**config.mk**
```make
export PLATFORM = sky130hd
export DESIGN_NAME = qcw_burst_sequencer
export DESIGN_NICKNAME = d
export VERILOG_FILES = /design/src/rtl/qcw_pkg.sv /design/src/rtl/qcw_regfile.sv /design/src/rtl/qcw_burst_sequencer.sv
export SDC_FILE = /design/constraint.sdc
export NUM_CORES = 1
export LEC_CHECK = 0
export ABC_AREA = 0
export CAP_MARGIN = 30
export CORE_ASPECT_RATIO = 0.7
export CORE_MARGIN = 8
export CORE_UTILIZATION = 58
export DETAILED_ROUTE_END_ITERATION = 8
export PLACE_DENSITY = 0.81
export SYNTH_ARGS = -nofsm -noshare
export SYNTH_HDL_FRONTEND = slang
export SYNTH_SLANG_ARGS = --single-unit
```
**constraint.sdc**
```tcl
create_clock -name clk -period 4.8 [get_ports clk]
set_input_delay 0.96 -clock clk [delete_from_list [all_inputs] [get_ports clk]]
set_output_delay 0.96 -clock clk [all_outputs]
set_load 0.01 [all_outputs]
```
**src/rtl/qcw_pkg.sv**
```systemverilog
// Shared definitions for the QCW burst sequencer: state encoding, register
// map, field positions and the config/status bundles passed between blocks.
package qcw_pkg;

  localparam int ADDR_RANGE = 32;
  localparam int LVL_W      = 10;

  typedef enum logic [2:0] {
    ST_IDLE  = 3'd0,
    ST_RAMP  = 3'd1,
    ST_HOLD  = 3'd2,
    ST_COOL  = 3'd3,
    ST_FAULT = 3'd4
  } qcw_state_e;

  // Word offsets inside the decoded window
  localparam logic [4:0] OFS_CTRL     = 5'h00;
  localparam logic [4:0] OFS_LEVEL    = 5'h04;
  localparam logic [4:0] OFS_RAMP_DIV = 5'h08;
  localparam logic [4:0] OFS_HOLD     = 5'h0C;
  localparam logic [4:0] OFS_COOL     = 5'h10;
  localparam logic [4:0] OFS_LIMIT    = 5'h14;
  localparam logic [4:0] OFS_STATUS   = 5'h18;

  // Field positions
  localparam int CTRL_EN_BIT    = 0;
  localparam int CTRL_TRIG_BIT  = 1;
  localparam int LVL_START_LSB  = 0;
  localparam int LVL_END_LSB    = 16;
  localparam int STAT_FAULT_BIT = 4;
  localparam int STAT_CNT_LSB   = 16;

  typedef struct packed {
    logic             enable;
    logic             trigger;     // one-cycle pulse, registered write
    logic [LVL_W-1:0] lvl_start;
    logic [LVL_W-1:0] lvl_end;
    logic [15:0]      ramp_div;
    logic [23:0]      hold_cycles;
    logic [23:0]      cool_cycles;
    logic [15:0]      burst_limit;
  } qcw_cfg_t;

  typedef struct packed {
    qcw_state_e  state;
    logic        fault;
    logic [15:0] burst_count;
  } qcw_status_t;

  function automatic logic [15:0] sat_inc16(input logic [15:0] v);
    return (v == 16'hFFFF) ? v : v + 16'd1;
  endfunction

endpackage

```
**src/rtl/qcw_regfile.sv**
```systemverilog
// Bus decode and register storage for the QCW sequencer. Produces a one-cycle
// acknowledge per request, the self-clearing trigger pulse and the STATUS
// write strobe used by the FSM to clear fault and burst count.
module qcw_regfile
  import qcw_pkg::*;
#(
  parameter logic [31:0] BASE_ADDR = 32'h0000_0000
) (
  input  logic        clk,
  input  logic        reset,
  input  logic        mem_valid_i,
  input  logic [31:0] mem_addr_i,
  input  logic [31:0] mem_wdata_i,
  input  logic [3:0]  mem_wstrb_i,
  output logic        mem_ready_o,
  output logic [31:0] mem_rdata_o,
  input  qcw_status_t status,
  input  logic        en_clr,
  output qcw_cfg_t    cfg,
  output logic        stat_clr
);

  logic [31:0] offset;
  logic [4:0]  ofs;
  logic        hit, hit_q, acc, wr;
  logic [31:0] rd_mux;
  qcw_cfg_t    cfg_q;
  logic        unused_bits;

  // Subtraction keeps the range test correct for any base alignment
  assign offset = mem_addr_i - BASE_ADDR;
  assign ofs    = {offset[4:2], 2'b00};
  assign hit    = mem_valid_i && (offset < 32'(ADDR_RANGE));
  // First cycle of a matching request; held requests are not re-acknowledged
  assign acc    = hit && !hit_q;
  assign wr     = acc && (|mem_wstrb_i);
  assign stat_clr = wr && (ofs == OFS_STATUS);
  assign cfg    = cfg_q;

  assign unused_bits = ^{offset[1:0], mem_wdata_i[31:26]};

  // Read data selection for the decoded word
  always_comb begin
    rd_mux = 32'd0;
    case (ofs)
      OFS_CTRL:     rd_mux = {31'd0, cfg_q.enable};
      OFS_LEVEL:    rd_mux = {6'd0, cfg_q.lvl_end, 6'd0, cfg_q.lvl_start};
      OFS_RAMP_DIV: rd_mux = {16'd0, cfg_q.ramp_div};
      OFS_HOLD:     rd_mux = {8'd0, cfg_q.hold_cycles};
      OFS_COOL:     rd_mux = {8'd0, cfg_q.cool_cycles};
      OFS_LIMIT:    rd_mux = {16'd0, cfg_q.burst_limit};
      OFS_STATUS:   rd_mux = {status.burst_count, 11'd0, status.fault, 1'b0, status.state};
      default:      rd_mux = 32'd0;
    endcase
  end

  // Handshake, read capture and register writes
  always_ff @(posedge clk or negedge reset) begin
    if (!reset) begin
      hit_q       <= 1'b0;
      mem_ready_o <= 1'b0;
      mem_rdata_o <= 32'd0;
      cfg_q       <= '0;
    end else begin
      hit_q         <= hit;
      mem_ready_o   <= acc;
      mem_rdata_o   <= acc ? rd_mux : 32'd0;
      cfg_q.trigger <= wr && (ofs == OFS_CTRL) && mem_wdata_i[CTRL_TRIG_BIT];
      if (wr && (ofs == OFS_CTRL))
        cfg_q.enable <= mem_wdata_i[CTRL_EN_BIT];
      else if (en_clr)
        cfg_q.enable <= 1'b0;
      if (wr) begin
        case (ofs)
          OFS_LEVEL: begin
            cfg_q.lvl_start <= mem_wdata_i[LVL_START_LSB +: LVL_W];
            cfg_q.lvl_end   <= mem_wdata_i[LVL_END_LSB +: LVL_W];
          end
          OFS_RAMP_DIV: cfg_q.ramp_div    <= mem_wdata_i[15:0];
          OFS_HOLD:     cfg_q.hold_cycles <= mem_wdata_i[23:0];
          OFS_COOL:     cfg_q.cool_cycles <= mem_wdata_i[23:0];
          OFS_LIMIT:    cfg_q.burst_limit <= mem_wdata_i[15:0];
          default: ;
        endcase
      end
    end
  end

endmodule

```
**src/rtl/qcw_burst_sequencer.sv**
```systemverilog
// QCW burst sequencer: start pulse, linear drive ramp, flat hold and cooldown,
// with over-current abort into a sticky fault state cleared by software.
module qcw_burst_sequencer
  import qcw_pkg::*;
#(
  parameter logic [31:0] BASE_ADDR = 32'h0000_0000
) (
  input  logic             clk,
  input  logic             reset,
  input  logic             mem_valid_i,
  output logic             mem_ready_o,
  input  logic [31:0]      mem_addr_i,
  input  logic [31:0]      mem_wdata_i,
  input  logic [3:0]       mem_wstrb_i,
  output logic [31:0]      mem_rdata_o,
  input  logic             ocd_halt,
  output logic             qcw_start,
  output logic             qcw_run,
  output logic [LVL_W-1:0] drive_level,
  output logic             fault_irq
);

  qcw_cfg_t    cfg;
  qcw_status_t status;
  logic        stat_clr, en_clr;

  qcw_state_e       state_q, state_n;
  logic [LVL_W-1:0] lvl_q, lvl_n, lvl_inc;
  logic [15:0]      div_q, div_n, cnt_q, cnt_n;
  logic [23:0]      cyc_q, cyc_n;
  logic             fault_q, fault_n, start_q, start_n;
  logic             ramp_wrap, hold_done, cool_done, limit_hit;

  qcw_regfile #(.BASE_ADDR(BASE_ADDR)) u_regs (
    .clk         (clk),
    .reset       (reset),
    .mem_valid_i (mem_valid_i),
    .mem_addr_i  (mem_addr_i),
    .mem_wdata_i (mem_wdata_i),
    .mem_wstrb_i (mem_wstrb_i),
    .mem_ready_o (mem_ready_o),
    .mem_rdata_o (mem_rdata_o),
    .status      (status),
    .en_clr      (en_clr),
    .cfg         (cfg),
    .stat_clr    (stat_clr)
  );

  assign status.state       = state_q;
  assign status.fault       = fault_q;
  assign status.burst_count = cnt_q;

  assign qcw_run     = (state_q == ST_RAMP) || (state_q == ST_HOLD);
  assign qcw_start   = start_q;
  assign drive_level = lvl_q;
  assign fault_irq   = fault_q;

  // >= comparisons keep the FSM moving even if config shrinks mid-count
  assign ramp_wrap = div_q >= cfg.ramp_div;
  assign lvl_inc   = (lvl_q < cfg.lvl_end) ? lvl_q + 10'd1 : lvl_q;
  assign hold_done = ({1'b0, cyc_q} + 25'd1) >= {1'b0, cfg.hold_cycles};
  assign cool_done = ({1'b0, cyc_q} + 25'd1) >= {1'b0, cfg.cool_cycles};
  assign limit_hit = (cfg.burst_limit != 16'd0) && (cnt_q >= cfg.burst_limit);

  // State and counter registers
  always_ff @(posedge clk or negedge reset) begin
    if (!reset) begin
      state_q <= ST_IDLE;
      lvl_q   <= '0;
      div_q   <= '0;
      cyc_q   <= '0;
      cnt_q   <= '0;
      fault_q <= 1'b0;
      start_q <= 1'b0;
    end else begin
      state_q <= state_n;
      lvl_q   <= lvl_n;
      div_q   <= div_n;
      cyc_q   <= cyc_n;
      cnt_q   <= cnt_n;
      fault_q <= fault_n;
      start_q <= start_n;
    end
  end

  // Next-state, counters and sticky fault
  always_comb begin
    state_n = state_q;
    lvl_n   = lvl_q;
    div_n   = div_q;
    cyc_n   = cyc_q;
    cnt_n   = cnt_q;
    start_n = 1'b0;
    en_clr  = 1'b0;
    fault_n = fault_q;
    // A simultaneous halt keeps the fault set
    if (stat_clr && !ocd_halt) fault_n = 1'b0;

    case (state_q)
      ST_IDLE: begin
        if (cfg.enable || cfg.trigger) begin
          state_n = ST_RAMP;
          start_n = 1'b1;
          lvl_n   = cfg.lvl_start;
          div_n   = '0;
        end
      end
      ST_RAMP: begin
        if (ocd_halt) begin
          state_n = ST_FAULT;
          lvl_n   = '0;
          fault_n = 1'b1;
        end else if (ramp_wrap) begin
          div_n = '0;
          lvl_n = lvl_inc;
          if (lvl_inc >= cfg.lvl_end) begin
            state_n = ST_HOLD;
            cyc_n   = '0;
          end
        end else begin
          div_n = div_q + 16'd1;
        end
      end
      ST_HOLD: begin
        if (ocd_halt) begin
          state_n = ST_FAULT;
          lvl_n   = '0;
          fault_n = 1'b1;
        end else if (hold_done) begin
          state_n = ST_COOL;
          cyc_n   = '0;
          lvl_n   = '0;
          cnt_n   = sat_inc16(cnt_q);
        end else begin
          cyc_n = cyc_q + 24'd1;
        end
      end
      ST_COOL: begin
        if (cool_done) begin
          if (limit_hit) begin
            en_clr  = 1'b1;
            state_n = ST_IDLE;
          end else if (cfg.enable) begin
            state_n = ST_RAMP;
            start_n = 1'b1;
            lvl_n   = cfg.lvl_start;
            div_n   = '0;
          end else begin
            state_n = ST_IDLE;
          end
        end else begin
          cyc_n = cyc_q + 24'd1;
        end
      end
      ST_FAULT: begin
        if (stat_clr && !ocd_halt) state_n = ST_IDLE;
      end
      default: begin
        state_n = ST_IDLE;
        lvl_n   = '0;
      end
    endcase

    if (stat_clr) cnt_n = '0;
  end

endmodule

```
==> impl_metrics.toml, run 1 <==
[status]
status = "complete, no violations"

[place]
detailed_place_hpwl_mm = 25.98
post_place_instance_area_mm2 = 0.01378
routabilityCongestion = 0.9035
io_buffers = 109

[logic_synthesis]
synthDominantAreaCellType = "sky130_fd_sc_hd__dfrtp_1"
ys_seq_area_share_pct = 41.92
post_synth_instance_area_mm2 = 0.01236
synth.lib_cells_used.distinct = 74
syn_warnings = 0
avg_synthesized_cell_area_um2 = 9.691
netlist.area_leader.share_pct = 41.92
ys_top_cells_by_area = "sky130_fd_sc_hd__dfrtp_1 42%, sky130_fd_sc_hd__ha_1 10%, sky130_fd_sc_hd__mux2_2 8.7%"
synth_enable_flop_cells = 0
synth_seq_cells = 207
syn_nets = 1450
synth_cells = 1275
ys.flop_type = "sky130_fd_sc_hd__dfrtp_1"
synthArstFlopShare_pct = 100.0

[sta]
max_freq_mhz = 222.0
layout_min_cycle_time_ns = 4.504
relSlewSlack_pct = 29.50
layout_worst_path_cycle_share_pct = 93.83
count_of_endpoints_failing_setup_in_the_final_report = 0
worst_slew_pin_slew_ns = 1.055
setup-tns-final_ns = 0
final-hold-violation-count = 0
grt_setup_unrepaired = "false"
timing.final.max_slew_violations = 0
clock-skew-final_ns = 0.009459

[pwr]
clock_power_share_pct = 36.6
seq_power_share_pct = 44.4
power_density_mw_per_mm2 = 302.7
peakVddDrop_mv = 0.2557
switching_power_summed_over_all_nets_mw = 1.368
leakage_power_nw = 6.582
netSwitchingFraction_pct = 31.22
combPwrFrac_pct = 19.0
internal-power_mw = 3.014

[clock_network]
clock_root_cell = "sky130_fd_sc_hd__clkbuf_16"
cts-root-to-sink-buffers = 3
path_clk_slew_ns = 0.07
cts_tree = "yes"
cts_max_level = 1
tritoncts.num_buffers = 21
cts-hold-fix-buffers = 0
clock_latency_ns = 0.51
clkSinkCount = 207

[worst_setup_path]
critical_path.cell_chain = "ha_1 > a2111oi_0 > nor4_1 > nor3_2 > buf_4 > and2_1 > nand3_1 > xnor2_1 > ha_1 > a211o_1 > a21oi_1 > nand2_1 > o21ai_0 > o221ai_1 > nand3_1 > buf_6 > o21ai_0 > o31ai_1"
critPathSlowestCell = "sky130_fd_sc_hd__a2111oi_0"
worst-endpoint-arrival_ns = 4.91
cpPeakStageDelay_ns = 0.46
kind_of_end_point_of_the_critical_path = "flip-flop"
required_time_reported_for_the_critical_path_endpoint_ns = 5.20
cp_num_buf_inv = 2
worstSetupStartpointType = "flip-flop"
path_delay_family = "compound AO/OA/AOI/OAI gates"
critical_path_class = "reg2reg"
timing.critical_path.fanout_max = 38

[floorplan]
die_area_mm2 = 0.02630
start_util_pct = 59.37
placeableCoreArea_mm2 = 0.02081
num_io_pins = 118
row_count = 44
die_x_um = 190.5
dieHeight_um = 138.1

[global_routing]
grt_first_pass_wirelength_mm = 55.91
initial_antenna_violation_count = 1
grt.overflow.total = 0
grt_usage_pct = 26.14
first_global_vias = 10270
grt_start_max_net_pins = 114

[cells_and_area]
final_common_cell = "sky130_fd_sc_hd__dfrtp_1"
multiInputGateArea_mm2 = 0.006574
final_layout_size_suffix_gt1_share_pct = 13.00
fillers = 1590
mostFrequentLayoutCells = "207 x sky130_fd_sc_hd__dfrtp_1, 108 x sky130_fd_sc_hd__clkdlybuf4s50_1, 103 x sky130_fd_sc_hd__ha_1"
final_nets = 1553
area.sequential_mm2 = 0.005180
antenna_cells = 0
final_cell_area_mm2 = 0.01448
area_growth_syn_to_layout_pct = 17.17

[drt]
drc = 0
ant_nets = 0
vias_after_detailed_routing = 10420
postRouteWirelength_mm = 34.94
wl_per_cell_um = 20.95
drt_first_pass_iters = 8
via_density_per_instance = 6.248
drt-initial-drc-count = 1090

[worst_hold_path]
min_path_type = "in2async"

[flow_run]
max_cap_viol_count = 0
[stage by stage]
| stage | util (%) | hold slack, ns | instances | setup slack (ns) | power (mW) |
|---|---|---|---|---|---|
| 2_1_floorplan | - | 0.4488 | 1275 | 0.7851 | 2.423 |
| 3_3_place_gp | 66.03 | 0.4628 | 1627 | 0.3949 | 2.737 |
| 3_5_place_dp | 66.21 | 0.4811 | 1630 | 0.2996 | 2.767 |
| 4_1_cts | 69.39 | 0.4964 | 1667 | 0.2666 | 4.365 |
| 5_1_grt | 69.57 | 0.2636 | 1668 | 0.01861 | 4.545 |
| 6_report | 69.57 | 0.2648 | 1668 | 0.2960 | 4.382 |
[registers in the layout, indices dropped and copies added, names as in the netlist]
register	count
u_regs.cfg	102
fault_irq	1
u_regs.hit_q	1
cyc_q	24
u_regs.mem_rdata_o	32
drive_level	10
qcw_start	1
div_q	16
u_regs.mem_ready_o	1
state_q	3
cnt_q	16
[cells in the mapped netlist, drive strengths merged, types with 27 or more instances]
| cell | instances |
|---|---|
| and3 | 27 |
| a21oi | 64 |
| dfrtp | 207 |
| nand3 | 32 |
| nand2 | 92 |
| nor2 | 94 |
| inv | 104 |
| nor3 | 32 |
| o21ai | 87 |
| mux2 | 95 |
| ha | 103 |
| clkbuf | 43 |
| a22oi | 46 |
| xnor2 | 32 |
[layer usage]
layer / up-vias / wire (µm) / track usage (%)
met3: 92 / 3731 / 6.759
li1: 4779 / - / -
met1: 5066 / 15060 / 37.27
met5: - / 13 / 0
met2: 482 / 15100 / 38.54
met4: 2 / 1032 / 7.533
[cell families after synthesis]
group / synth area share, %
multiplexers: 9.489
adder cells (fa/ha/maj): 10.43
XOR/XNOR: 3.261
AO/OA/AOI/OAI: 13.90
buffers and inverters: 4.962
flip-flops: 41.92
AND/OR/NAND/NOR: 16.03
[timing repair]
item	4_1_cts	5_1_grt
setup buffers	0	0
endpoints found under the hold margin	0	0
setup endpoints to repair	0	11
resized for setup	0	2
[worst paths after layout]
path	from	end	slack (ns)	cells past startpoint
max	drive_level[1]$_DFFE_PN0P_	cyc_q[8]$_DFFE_PN0P_	0.30	18
min	reset	drive_level[9]$_DFFE_PN0P_	0.26	1
max reg2reg	drive_level[1]$_DFFE_PN0P_	cyc_q[8]$_DFFE_PN0P_	0.30	18
min reg2reg	u_regs.cfg[65]$_DFFE_PN0P_	u_regs.cfg[65]$_DFFE_PN0P_	0.49	2
max in group asynchronous	reset	cyc_q[20]$_DFFE_PN0P_	3.46	3
min in group clk	u_regs.cfg[65]$_DFFE_PN0P_	u_regs.cfg[65]$_DFFE_PN0P_	0.49	2
[power groups by stage]
| stage | Clock (mW) | Combinational [mW] | Sequential (mW) |
|---|---|---|---|
| detailed placement | 0 | 0.804 | 1.96 |
| floorplan | 0 | 0.538 | 1.88 |
| finish | 1.60 | 0.832 | 1.95 |
| global placement | 0 | 0.776 | 1.96 |
| global route | 1.68 | 0.917 | 1.95 |
| CTS | 1.62 | 0.814 | 1.93 |
[area by class of cell]
cell class / count / share of cell area, %
Clock inverter: 8 / 0.3198
Multi-Input combinational cell: 911 / 45.41
Tap cell: 276 / 2.385
Timing Repair Buffer: 133 / 9.161
Inverter: 104 / 2.696
Sequential cell: 207 / 35.78
Clock buffer: 29 / 4.252
[worst register-to-register path: cells and delay by family (launching register included)]
kind            cells  cell delay (ns)
fa+ha+maj           2             0.52
buf+inv             2             0.46
simple gates        6             1.04
flops               1             0.45
compound gates      7             1.77
xor+xnor            1             0.18
Power figures use the tool's default switching activity.
==> inputs of run 2 (changes only) <==
Settings changed: ABC_AREA 0 to unset.
==> results of run 2 <==
Final layout, timing and power as in run 1 (identical DEF).
==> inputs of run 3 (changes only) <==
Settings changed: CORE_MARGIN 8 to 2.
==> run 3 against run 2 <==
Net effect:
- flip-flop and latch count stayed put
- critical path depth rose by 1
- clock skew grew 0.011 ns
- via count shrank 0.63%
- first-iteration DRC count shrank 17%
- cell count fell by 0.30%
- critical path type unchanged
- largest cell class unchanged
==> impl_metrics.toml, run 3 (synthesized netlist as in run 1, its figures left out) <==
[worst_setup_path]
worstSetupStartpointType = "flip-flop"
crit_top_cell = "sky130_fd_sc_hd__nand3_1"
path_depth = 19
cpPeakStageDelay_ns = 0.48
cp_num_buf_inv = 2
crit_end = "cyc_q[19]$_DFFE_PN0P_"
r2r_cells = 19
path_delay_family = "simple AND/OR/NAND/NOR gates"
timing.reg2reg.setup_slack_ns = 0.31
timing.critical_path.fanout_max = 38
worst-endpoint-arrival_ns = 4.87
critical_path_startpoint = "drive_level[7]$_DFFE_PN0P_"
critPathSlowestCell = "sky130_fd_sc_hd__dfrtp_1"
critical_path_class = "reg2reg"
required_time_reported_for_the_critical_path_endpoint_ns = 5.18
r2r-start = "drive_level[7]$_DFFE_PN0P_"
kind_of_end_point_of_the_critical_path = "flip-flop"
critical_path.cell_chain = "ha_1 > and4_1 > nand3_1 > nor4_1 > nor3_2 > buf_4 > and2_1 > nand3_1 > xnor2_1 > ha_1 > a211o_1 > a21oi_1 > nand2_1 > o21ai_0 > o221ai_1 > nand3_1 > buf_4 > o21ai_0 > o41ai_1"
rr_endpoint = "cyc_q[19]$_DFFE_PN0P_"

[sta]
timing.final.max_slew_violations = 0
clock-skew-final_ns = 0.02068
relSlewSlack_pct = 31.44
grt_setup_unrepaired = "false"
layout_min_cycle_time_ns = 4.486
layout_worst_path_cycle_share_pct = 93.45
worst_slew_pin_slew_ns = 1.026
smallest_setup_slack_after_layout_ns = 0.3142
final-hold-violation-count = 0
setup-tns-final_ns = 0
count_of_endpoints_failing_setup_in_the_final_report = 0
max_freq_mhz = 222.9

[place]
placed_cells_incl_taps = 1628
routabilityCongestion = 0.9087
detailed_place_hpwl_mm = 24.80
detailedPlace.worstSlack_ns = 0.3033
io_buffers = 109

[cells_and_area]
final_common_cell = "sky130_fd_sc_hd__dfrtp_1"
largest_reg_flops = 102
final_nets = 1550
mostFrequentLayoutCells = "207 x sky130_fd_sc_hd__dfrtp_1, 108 x sky130_fd_sc_hd__clkdlybuf4s50_1, 103 x sky130_fd_sc_hd__ha_1"
multiInputGateArea_mm2 = 0.006579
layoutNonFillerInstCount = 1663
fillers = 1558
area_growth_syn_to_layout_pct = 16.94
final_layout_size_suffix_gt1_share_pct = 12.69
area.sequential_mm2 = 0.005180
antenna_cells = 0

[status]
status = "complete, no violations"

[floorplan]
dieHeight_um = 126.1
start_util_pct = 59.37
die_x_um = 178.5
placeableCoreArea_mm2 = 0.02081
row_count = 44
die_area_mm2 = 0.02251
num_io_pins = 118

[clock_network]
tritoncts.num_buffers = 21
cts_max_level = 1
clock_latency_ns = 0.52
cts-hold-fix-buffers = 0
postCtsSetupRepairBufs = 0
postCtsResizedCells = 0
clock_root_cell = "sky130_fd_sc_hd__clkbuf_16"
path_clk_slew_ns = 0.06
clkSinkCount = 207
cts-root-to-sink-buffers = 3
cts_tree = "yes"

[drt]
via_density_per_instance = 6.227
drt-initial-drc-count = 901
ant_nets = 0
wl_per_cell_um = 20.40
met2WireLength_mm = 14.68
wl_met1_mm = 15.09
highest_layer = "met5"
met3WireLength_mm = 3.206
drt_first_pass_iters = 6
postRouteWirelength_mm = 33.92
drc = 0
vias_after_detailed_routing = 10360

[global_routing]
grt_start_max_net_pins = 108
grt.overflow.total = 0
grt_usage_pct = 30.63
grt_first_pass_wirelength_mm = 54.19
initial_antenna_violation_count = 1
first_global_vias = 10020

[pwr]
leakage_power_nw = 6.562
peakVddDrop_mv = 0.2872
power_density_mw_per_mm2 = 306.7

[worst_hold_path]
min_path_type = "reg2reg"

[flow_run]
max_cap_viol_count = 0
-- run 3: changes by cell type in the layout (fill, tap and decap cells not counted), sizes merged --
cell	previous run	this run
buf	24	21
bufinv	0	1
clkbuf	30	32
clkinv	6	2
clkinvlp	1	0
-- run 3: final cells by class --
class | instances | area share (%)
flip-flops and latches | 207 | 35.85
inverters | 104 | 2.702
well taps | 276 | 2.390
repair buffers | 130 | 8.807
clock buffers | 31 | 4.382
clock inverters | 4 | 0.3377
multi-input cells | 911 | 45.53
-- run 3: worst reg2reg max path, stage by stage (launching register included) --
cell and delay (ns):
sky130_fd_sc_hd__dfrtp_1 0.48, sky130_fd_sc_hd__ha_1 0.35, sky130_fd_sc_hd__and4_1 0.27, sky130_fd_sc_hd__nand3_1 0.11, sky130_fd_sc_hd__nor4_1 0.41, sky130_fd_sc_hd__nor3_2 0.10, sky130_fd_sc_hd__buf_4 0.19, sky130_fd_sc_hd__and2_1 0.21
sky130_fd_sc_hd__nand3_1 0.19, sky130_fd_sc_hd__xnor2_1 0.09, sky130_fd_sc_hd__ha_1 0.19, sky130_fd_sc_hd__a211o_1 0.29, sky130_fd_sc_hd__a21oi_1 0.17, sky130_fd_sc_hd__nand2_1 0.07, sky130_fd_sc_hd__o21ai_0 0.31, sky130_fd_sc_hd__o221ai_1 0.22
sky130_fd_sc_hd__nand3_1 0.14, sky130_fd_sc_hd__buf_4 0.34, sky130_fd_sc_hd__o21ai_0 0.17, sky130_fd_sc_hd__o41ai_1 0.09
-- run 3: layer usage --
layer / vias to the layer above / track usage (%)
li1: 4767 / -
met1: 5036 / 45.80
met2: 477 / 45.20
met3: 73 / 5.918
met4: 2 / 9.182
met5: - / 0
-- run 3: worst min-delay path by stage --
stage,endpoint,from,cells after the start,slack [ns]
6_report,u_regs.cfg[65]$_DFFE_PN0P_,u_regs.cfg[65]$_DFFE_PN0P_,2,0.49
5_1_grt,div_q[15]$_DFFE_PN0P_,div_q[15]$_DFFE_PN0P_,1,0.54
4_1_cts,u_regs.cfg[65]$_DFFE_PN0P_,u_regs.cfg[65]$_DFFE_PN0P_,2,0.49
3_5_place_dp,u_regs.cfg[65]$_DFFE_PN0P_,u_regs.cfg[65]$_DFFE_PN0P_,2,0.48
3_3_place_gp,u_regs.cfg[65]$_DFFE_PN0P_,u_regs.cfg[65]$_DFFE_PN0P_,2,0.46
2_1_floorplan,div_q[15]$_DFFE_PN0P_,div_q[15]$_DFFE_PN0P_,1,0.45
-- run 3: power by group --
part / switching, mW / leakage [nW] / internal, mW
sequential: 0.143 / 2.84 / 1.80
clock: 0.706 / 0.339 / 0.962
combinational: 0.509 / 3.38 / 0.315
-- run 3: stage by stage --
stage / utilization, % / hold slack (ns) / power, mW / area (µm²)
3_3_place_gp: 66.02 / 0.4629 / 2.728 / 13740
3_5_place_dp: 66.13 / 0.4781 / 2.764 / 13760
5_1_grt: 69.43 / 0.5418 / 4.588 / 14450
4_1_cts: 69.40 / 0.4921 / 4.419 / 14440
6_report: 69.43 / 0.4917 / 4.432 / 14450
2_1_floorplan: - / 0.4488 / 2.423 / 12360
